<file path="src/rtl/norm_count_seq_pkg.sv">
// rtl/norm_count_seq_pkg.sv - shared constants, types and helpers for the normalizer
package norm_count_seq_pkg;

  localparam int DATA_W  = 32;
  localparam int CNT_W   = 6;
  localparam int N_STEPS = 5;

  localparam logic [1:0] ST_IDLE = 2'd0;
  localparam logic [1:0] ST_CALC = 2'd1;
  localparam logic [1:0] ST_DONE = 2'd2;

  typedef logic [0:DATA_W-1] word_t;
  typedef logic [0:CNT_W-1]  cnt_t;

  // Binary search widths 16,8,4,2,1 for steps 0..4
  function automatic int step_width(input int k);
    return 16 >> k;
  endfunction

  // A bit is set where it differs from its right neighbour; bit 31 is a sentinel,
  // so arithmetic results never exceed 31
  function automatic word_t sign_search(input word_t a);
    return (a ^ (a << 1)) | word_t'(1);
  endfunction

endpackage

</file>
<file path="src/rtl/norm_count_seq_if.sv">
// rtl/norm_count_seq_if.sv - operand/result handshake bundle for norm_count_seq
interface norm_count_seq_if;
  import norm_count_seq_pkg::*;

  logic  in_valid;
  logic  in_ready;
  word_t a;
  logic  arith;
  logic  out_valid;
  logic  out_ready;
  cnt_t  count;
  word_t norm;
  logic  zero;

  modport master (
    output in_valid, a, arith, out_ready,
    input  in_ready, out_valid, count, norm, zero
  );

  modport slave (
    input  in_valid, a, arith, out_ready,
    output in_ready, out_valid, count, norm, zero
  );

endinterface

</file>
<file path="src/rtl/norm_count_seq_norm_step.sv">
// rtl/norm_count_seq_norm_step.sv - one binary-search step: test top W bits, shift if clear
module norm_step
  import norm_count_seq_pkg::*;
#(
  parameter int W = 16
) (
  input  word_t t_i,
  input  word_t norm_i,
  output word_t t_o,
  output word_t norm_o,
  output logic  hit_o
);

  assign hit_o  = (t_i[0:W-1] == '0);
  assign t_o    = t_i << W;
  assign norm_o = norm_i << W;

endmodule

</file>
<file path="src/rtl/norm_count_seq.sv">
// rtl/norm_count_seq.sv - iterative CLZ/CLS normalizer with valid/ready handshake
module norm_count_seq
  import norm_count_seq_pkg::*;
(
  input  logic            clk,
  input  logic            reset_n,
  norm_count_seq_if.slave bus
);

  logic [1:0] state_q, state_d;
  logic [2:0] step_q, step_d;
  word_t      t_q, t_d;
  word_t      norm_q, norm_d;
  cnt_t       count_q, count_d;
  logic       zero_q, zero_d;
  logic       lz_q, lz_d;

  word_t              t_s    [N_STEPS];
  word_t              norm_s [N_STEPS];
  logic [N_STEPS-1:0] hit_s;

  logic  sel_hit;
  word_t sel_t;
  word_t sel_norm;
  cnt_t  sel_w;

  for (genvar k = 0; k < N_STEPS; k++) begin : g_step
    norm_step #(.W(step_width(k))) u_step (
      .t_i    (t_q),
      .norm_i (norm_q),
      .t_o    (t_s[k]),
      .norm_o (norm_s[k]),
      .hit_o  (hit_s[k])
    );
  end

  always_comb begin
    sel_hit  = 1'b0;
    sel_t    = t_q;
    sel_norm = norm_q;
    sel_w    = '0;
    for (int k = 0; k < N_STEPS; k++) begin
      if (step_q == 3'(k)) begin
        sel_hit  = hit_s[k];
        sel_t    = t_s[k];
        sel_norm = norm_s[k];
        sel_w    = cnt_t'(step_width(k));
      end
    end
  end

  always_comb begin
    state_d = state_q;
    step_d  = step_q;
    t_d     = t_q;
    norm_d  = norm_q;
    count_d = count_q;
    zero_d  = zero_q;
    lz_d    = lz_q;
    case (state_q)
      ST_IDLE: begin
        if (bus.in_valid) begin
          t_d     = bus.arith ? sign_search(bus.a) : bus.a;
          norm_d  = bus.a;
          count_d = '0;
          zero_d  = 1'b0;
          lz_d    = !bus.arith && (bus.a == '0);
          step_d  = 3'd0;
          state_d = ST_CALC;
        end
      end
      ST_CALC: begin
        if (sel_hit) begin
          t_d     = sel_t;
          norm_d  = sel_norm;
          count_d = count_q + sel_w;
        end
        if (step_q == 3'(N_STEPS - 1)) begin
          state_d = ST_DONE;
          // An all-zero logical operand would stop at 31; report the full width
          if (lz_q) begin
            count_d = cnt_t'(DATA_W);
            norm_d  = '0;
            zero_d  = 1'b1;
          end
        end else begin
          step_d = step_q + 3'd1;
        end
      end
      ST_DONE: begin
        if (bus.out_ready) begin
          state_d = ST_IDLE;
        end
      end
      default: state_d = ST_IDLE;
    endcase
  end

  always_ff @(posedge clk or negedge reset_n) begin
    if (!reset_n) begin
      state_q <= ST_IDLE;
      step_q  <= '0;
      t_q     <= '0;
      norm_q  <= '0;
      count_q <= '0;
      zero_q  <= 1'b0;
      lz_q    <= 1'b0;
    end else begin
      state_q <= state_d;
      step_q  <= step_d;
      t_q     <= t_d;
      norm_q  <= norm_d;
      count_q <= count_d;
      zero_q  <= zero_d;
      lz_q    <= lz_d;
    end
  end

  assign bus.in_ready  = (state_q == ST_IDLE);
  assign bus.out_valid = (state_q == ST_DONE);
  assign bus.count     = count_q;
  assign bus.norm      = norm_q;
  assign bus.zero      = zero_q;

endmodule

</file>
<file path="src/flat_wrapper.sv">
// flat-port wrapper written by rule: the top's interface ports become plain ports
module norm_count_seq_flat import norm_count_seq_pkg::*;
  (clk, reset_n, bus_in_valid, bus_a, bus_arith, bus_out_ready, bus_in_ready, bus_out_valid, bus_count, bus_norm, bus_zero);
  norm_count_seq_if bus_i ();
  input  logic clk;
  input  logic reset_n;
  input wire logic [$bits(bus_i.in_valid)-1:0] bus_in_valid;
  input wire logic [$bits(bus_i.a)-1:0] bus_a;
  input wire logic [$bits(bus_i.arith)-1:0] bus_arith;
  input wire logic [$bits(bus_i.out_ready)-1:0] bus_out_ready;
  output wire logic [$bits(bus_i.in_ready)-1:0] bus_in_ready;
  output wire logic [$bits(bus_i.out_valid)-1:0] bus_out_valid;
  output wire logic [$bits(bus_i.count)-1:0] bus_count;
  output wire logic [$bits(bus_i.norm)-1:0] bus_norm;
  output wire logic [$bits(bus_i.zero)-1:0] bus_zero;
  assign bus_i.in_valid = bus_in_valid;
  assign bus_i.a = bus_a;
  assign bus_i.arith = bus_arith;
  assign bus_i.out_ready = bus_out_ready;
  assign bus_in_ready = bus_i.in_ready;
  assign bus_out_valid = bus_i.out_valid;
  assign bus_count = bus_i.count;
  assign bus_norm = bus_i.norm;
  assign bus_zero = bus_i.zero;
  norm_count_seq u_core (.clk(clk), .reset_n(reset_n), .bus(bus_i));
endmodule
</file>
<file path="config.mk">
export PLATFORM = sky130hd
export DESIGN_NAME = norm_count_seq_flat
export DESIGN_NICKNAME = d
export VERILOG_FILES = /design/src/rtl/norm_count_seq_pkg.sv /design/src/rtl/norm_count_seq_if.sv /design/src/rtl/norm_count_seq_norm_step.sv /design/src/rtl/norm_count_seq.sv /design/src/flat_wrapper.sv
export SDC_FILE = /design/constraint.sdc
export NUM_CORES = 1
export LEC_CHECK = 0
export ABC_AREA = 1
export CORE_MARGIN = 8
export CORE_UTILIZATION = 48
export CTS_CLUSTER_DIAMETER = 60
export CTS_CLUSTER_SIZE = 28
export DETAILED_ROUTE_END_ITERATION = 8
export GPL_TIMING_DRIVEN = 0
export MAX_ROUTING_LAYER = met4
export PLACE_DENSITY = 0.72
export SLEW_MARGIN = 20
export SYNTH_ARGS = -nofsm -noshare
export SYNTH_HDL_FRONTEND = slang
export SYNTH_SLANG_ARGS = --single-unit
</file>
<file path="constraint.sdc">
create_clock -name clk -period 3.4 [get_ports clk]
set_input_delay 0.34 -clock clk [delete_from_list [all_inputs] [get_ports clk]]
set_output_delay 0.34 -clock clk [all_outputs]
set_load 0.05 [all_outputs]
</file>
==> results.yml <==
job:
  max-cap-violations: 0
cts:
  post_cts_buffers: 0
  cts_max_level: 3
  clk_latency_ns: 0.36
  root_buffer: "clkbuf_16"
  clock_path_buffers: 2
  clkTransAtPathRegs_ns: 0.06
  cts_buffers: 9
  cts.sinks: 77
  cts_tree: "built"
detailed_routing:
  wirelength_um: 30350
  antenna_left: 0
  drt_first_pass_iters: 6
  routed_via_density: 5.947
  dr_total_vias: 8772
  drcViolationCount: 0
  avgRoutedWirePerCell_um: 20.57
  drt_iter0_drc: 1138
final_layout:
  syn2layout_area_growth_pct: 18.73
  n_fill_cell: 1533
  stdcell_area_um2: 8576
  final_layout_size_suffix_gt1_share_pct: 4.584
  nets: 1347
  antennaDiodeCount: 0
worst_setup_path:
  crit_path_end_kind: "flop"
  arrival_ns: 3.34
  cp.required_ns: 3.65
  criticalPathCategory: "reg2reg"
  startpoint_type: "flop"
  cp_max_fo: 15
power_and_ir_drop:
  p_leak_nw: 4.198
  internal_power_mw: 4.232
  swShare_pct: 59.23
  ir_drop_mv: 0.4703
  power_density_nw_per_um2: 1210
  power.share.clock_pct: 10.6
  seqPwrFrac_pct: 18.8
  p_sw_mw: 6.147
  pwr-share-comb_pct: 70.6
  power_mw: 10.38
synth:
  yosys_warnings: 0
  synth-main-ff-cell: "dfrtp_1"
  syn_area_um2: 7223
  synth_common_cells: "351 x nand2_1, 169 x o21ai_0, 167 x inv_1"
  muxShareOfSynthArea_pct: 0
  synthCells: 1195
  synth_most_common_cell: "nand2_1"
  synth_area_leaders: "dfrtp_1 27%, nand2_1 18%, o21ai_0 12%"
  async_flop_share_pct: 100.0
  synth_seq_cells: 77
  synthSimpleGateAreaFrac_pct: 29.50
  synth_top_family_by_area: "simple AND/OR/NAND/NOR gates"
  yosysTopAreaCellShare_pct: 26.68
  synth_seq_area_share_pct: 26.68
  synth_fa_ha_area_share_pct: 4.781
  synth-edff-count: 0
  synth-xor-area-share_pct: 0.2425
  synth.distinct_cells: 37
  synth_compound_area_share_pct: 25.15
  synth.net_count: 1259
  synth.largest_area_cell: "dfrtp_1"
  synth_area_per_cell_um2: 6.045
sta:
  fmax_mhz: 323.5
  grt_setup_unrepaired: "false"
  period_needed_ns: 3.091
  fin_crit_sh_pct: 90.91
  drv_slew: 0
  setup_tns_ns: 0
  skew_ns: 0.007190
  setup_viol: 0
  hold_viol: 0
  fin_ws_ns: 0.3090
  worst_pin_slew_ns: 0.9778
  max_slew_margin_pct: 34.57
grt:
  track_usage_pct: 32.12
  gr-total-overflow: 0
  grt_pass1_vias: 8295
  grt_max_degree: 43
  antenna_found_initial: 0
  grt_pass1_wl_um: 47350
run_status:
  outcome: "complete, no violations"
placed_design:
  io_buffers: 76
  post-place-ws_ns: -0.1525
  place_hpwl_um: 23340
  placed_area_um2: 8244
  place_congestion: 1.008
floorplanning:
  die_area_um2: 19230
  core_area_um2: 14980
  fp.dieW_um: 138.7
  initial_core_util_pct: 48.23
  io_pins: 78
  die_h_um: 138.7
  rows: 45
worst_hold_path:
  hold_class: "reg2reg"
==> path summary, 6_finish.rpt <==
check	startpoint	cells past startpoint	end	slack, ns
worst max-delay path	u_core.step_q[2]	14	u_core.bus.count[5]	0.31
min in group asynchronous	reset_n	2	u_core.bus.count[3]	0.50
worst min-delay path	u_core.t_q[17]	2	u_core.t_q[17]	0.48
worst min register to register	u_core.t_q[17]	2	u_core.t_q[17]	0.48
max in group asynchronous	reset_n	3	u_core.t_q[31]	2.28
worst max register to register	u_core.step_q[2]	14	u_core.bus.count[5]	0.31
==> per-stage QoR <==
step,cells,hold WS (ns),util [%]
after floorplan,1195,0.04441,-
after global placement,1459,0.4684,54.88
after detailed placement,1460,0.3442,55.05
after CTS,1476,0.4825,57.23
after global routing,1475,0.5260,57.26
final,1475,0.4787,57.26
==> cell usage in the layout (no fill, tap or decap), types with 2 or more instances in the layout <==
master	n
xnor2_1	2
o211ai_1	29
o31ai_1	2
nand4_1	11
o32ai_1	3
a21oi_1	60
buf_4	3
a22oi_1	10
clkdlybuf4s50_1	75
buf_1	4
nor3_1	5
o22ai_1	15
a32oi_1	3
buf_2	19
nand2_2	4
inv_1	167
clkbuf_2	2
clkinv_1	5
inv_2	6
nor2_1	51
nor2_4	2
o21ai_1	16
buf_6	3
bufinv_16	2
o221ai_1	11
dfrtp_1	77
nand2_1	351
ha_1	26
clkbuf_16	9
o21ai_0	169
clkbuf_1	39
nand3_1	91
==> cell type report <==
type / instances / area (um2) / area share [%]
buffer: 69 / 319.1 / 3.720
clock buffer: 11 / 242.7 / 2.830
clock inverter: 4 / 72.57 / 0.8462
inverter: 178 / 668.1 / 7.791
multi-input combinational: 870 / 4315 / 50.32
sequential: 77 / 1927 / 22.47
tap: 188 / 235.2 / 2.743
timing repair buffer: 78 / 795.8 / 9.279
==> metal layers <==
layer  share of wire (%)  wire [um]  up-vias  GRT usage [%]
met5                   0          0        -              -
met1                  40      12190     4009          39.20
met2                  46      13840      551          50.34
met3                 8.8       2673      110          4.888
li1                    -          -     4102              -
met4                 5.4       1649        0          17.68
==> power by group through the flow <==
| stage | clock network (mW) | logic [mW] | registers, mW |
|---|---|---|---|
| 2_1_floorplan | 0 | 4.22 | 2.47 |
| 3_3_place_gp | 0 | 7.10 | 1.93 |
| 3_5_place_dp | 0 | 7.11 | 1.94 |
| 4_1_cts | 1.10 | 7.15 | 1.93 |
| 5_1_grt | 1.13 | 8.04 | 1.98 |
| 6_report | 1.10 | 7.33 | 1.96 |
==> flip-flops by register name, indices dropped and copies added, names as in the netlist <==
register,cells
u_core.bus.count,6
u_core.bus.norm,32
u_core.bus.zero,1
u_core.lz_q,1
u_core.state_q,2
u_core.step_q,3
u_core.t_q,32
==> cell families (layout without fill, tap and decap cells) <==
| family | after synthesis | in the layout |
|---|---|---|
| compound gates | 322 | 322 |
| xor+xnor | 2 | 2 |
| fa+ha+maj | 27 | 27 |
| buf+inv | 248 | 340 |
| flops | 77 | 77 |
| simple gates | 519 | 519 |
==> worst max-delay path, cell delays in order, from the launching register on <==
cell,delay (ns)
dfrtp_1,0.46
inv_2,0.18
ha_1,0.25
clkbuf_2,0.29
nor2_4,0.31
clkbuf_4,0.32
ha_1,0.32
a21oi_1,0.16
nand2_1,0.07
nand2_1,0.07
nand2_1,0.05
a21oi_1,0.22
o21ai_0,0.13
nand3_1,0.08
nand2_1,0.06
==> timing repair <==
action,in CTS,in global routing
hold buffers,1,0
setup endpoints to repair,2,3
gates cloned,0,0
endpoints found under the hold margin,35,0
resized for setup,1,4
Power figures use the tool's default switching activity.
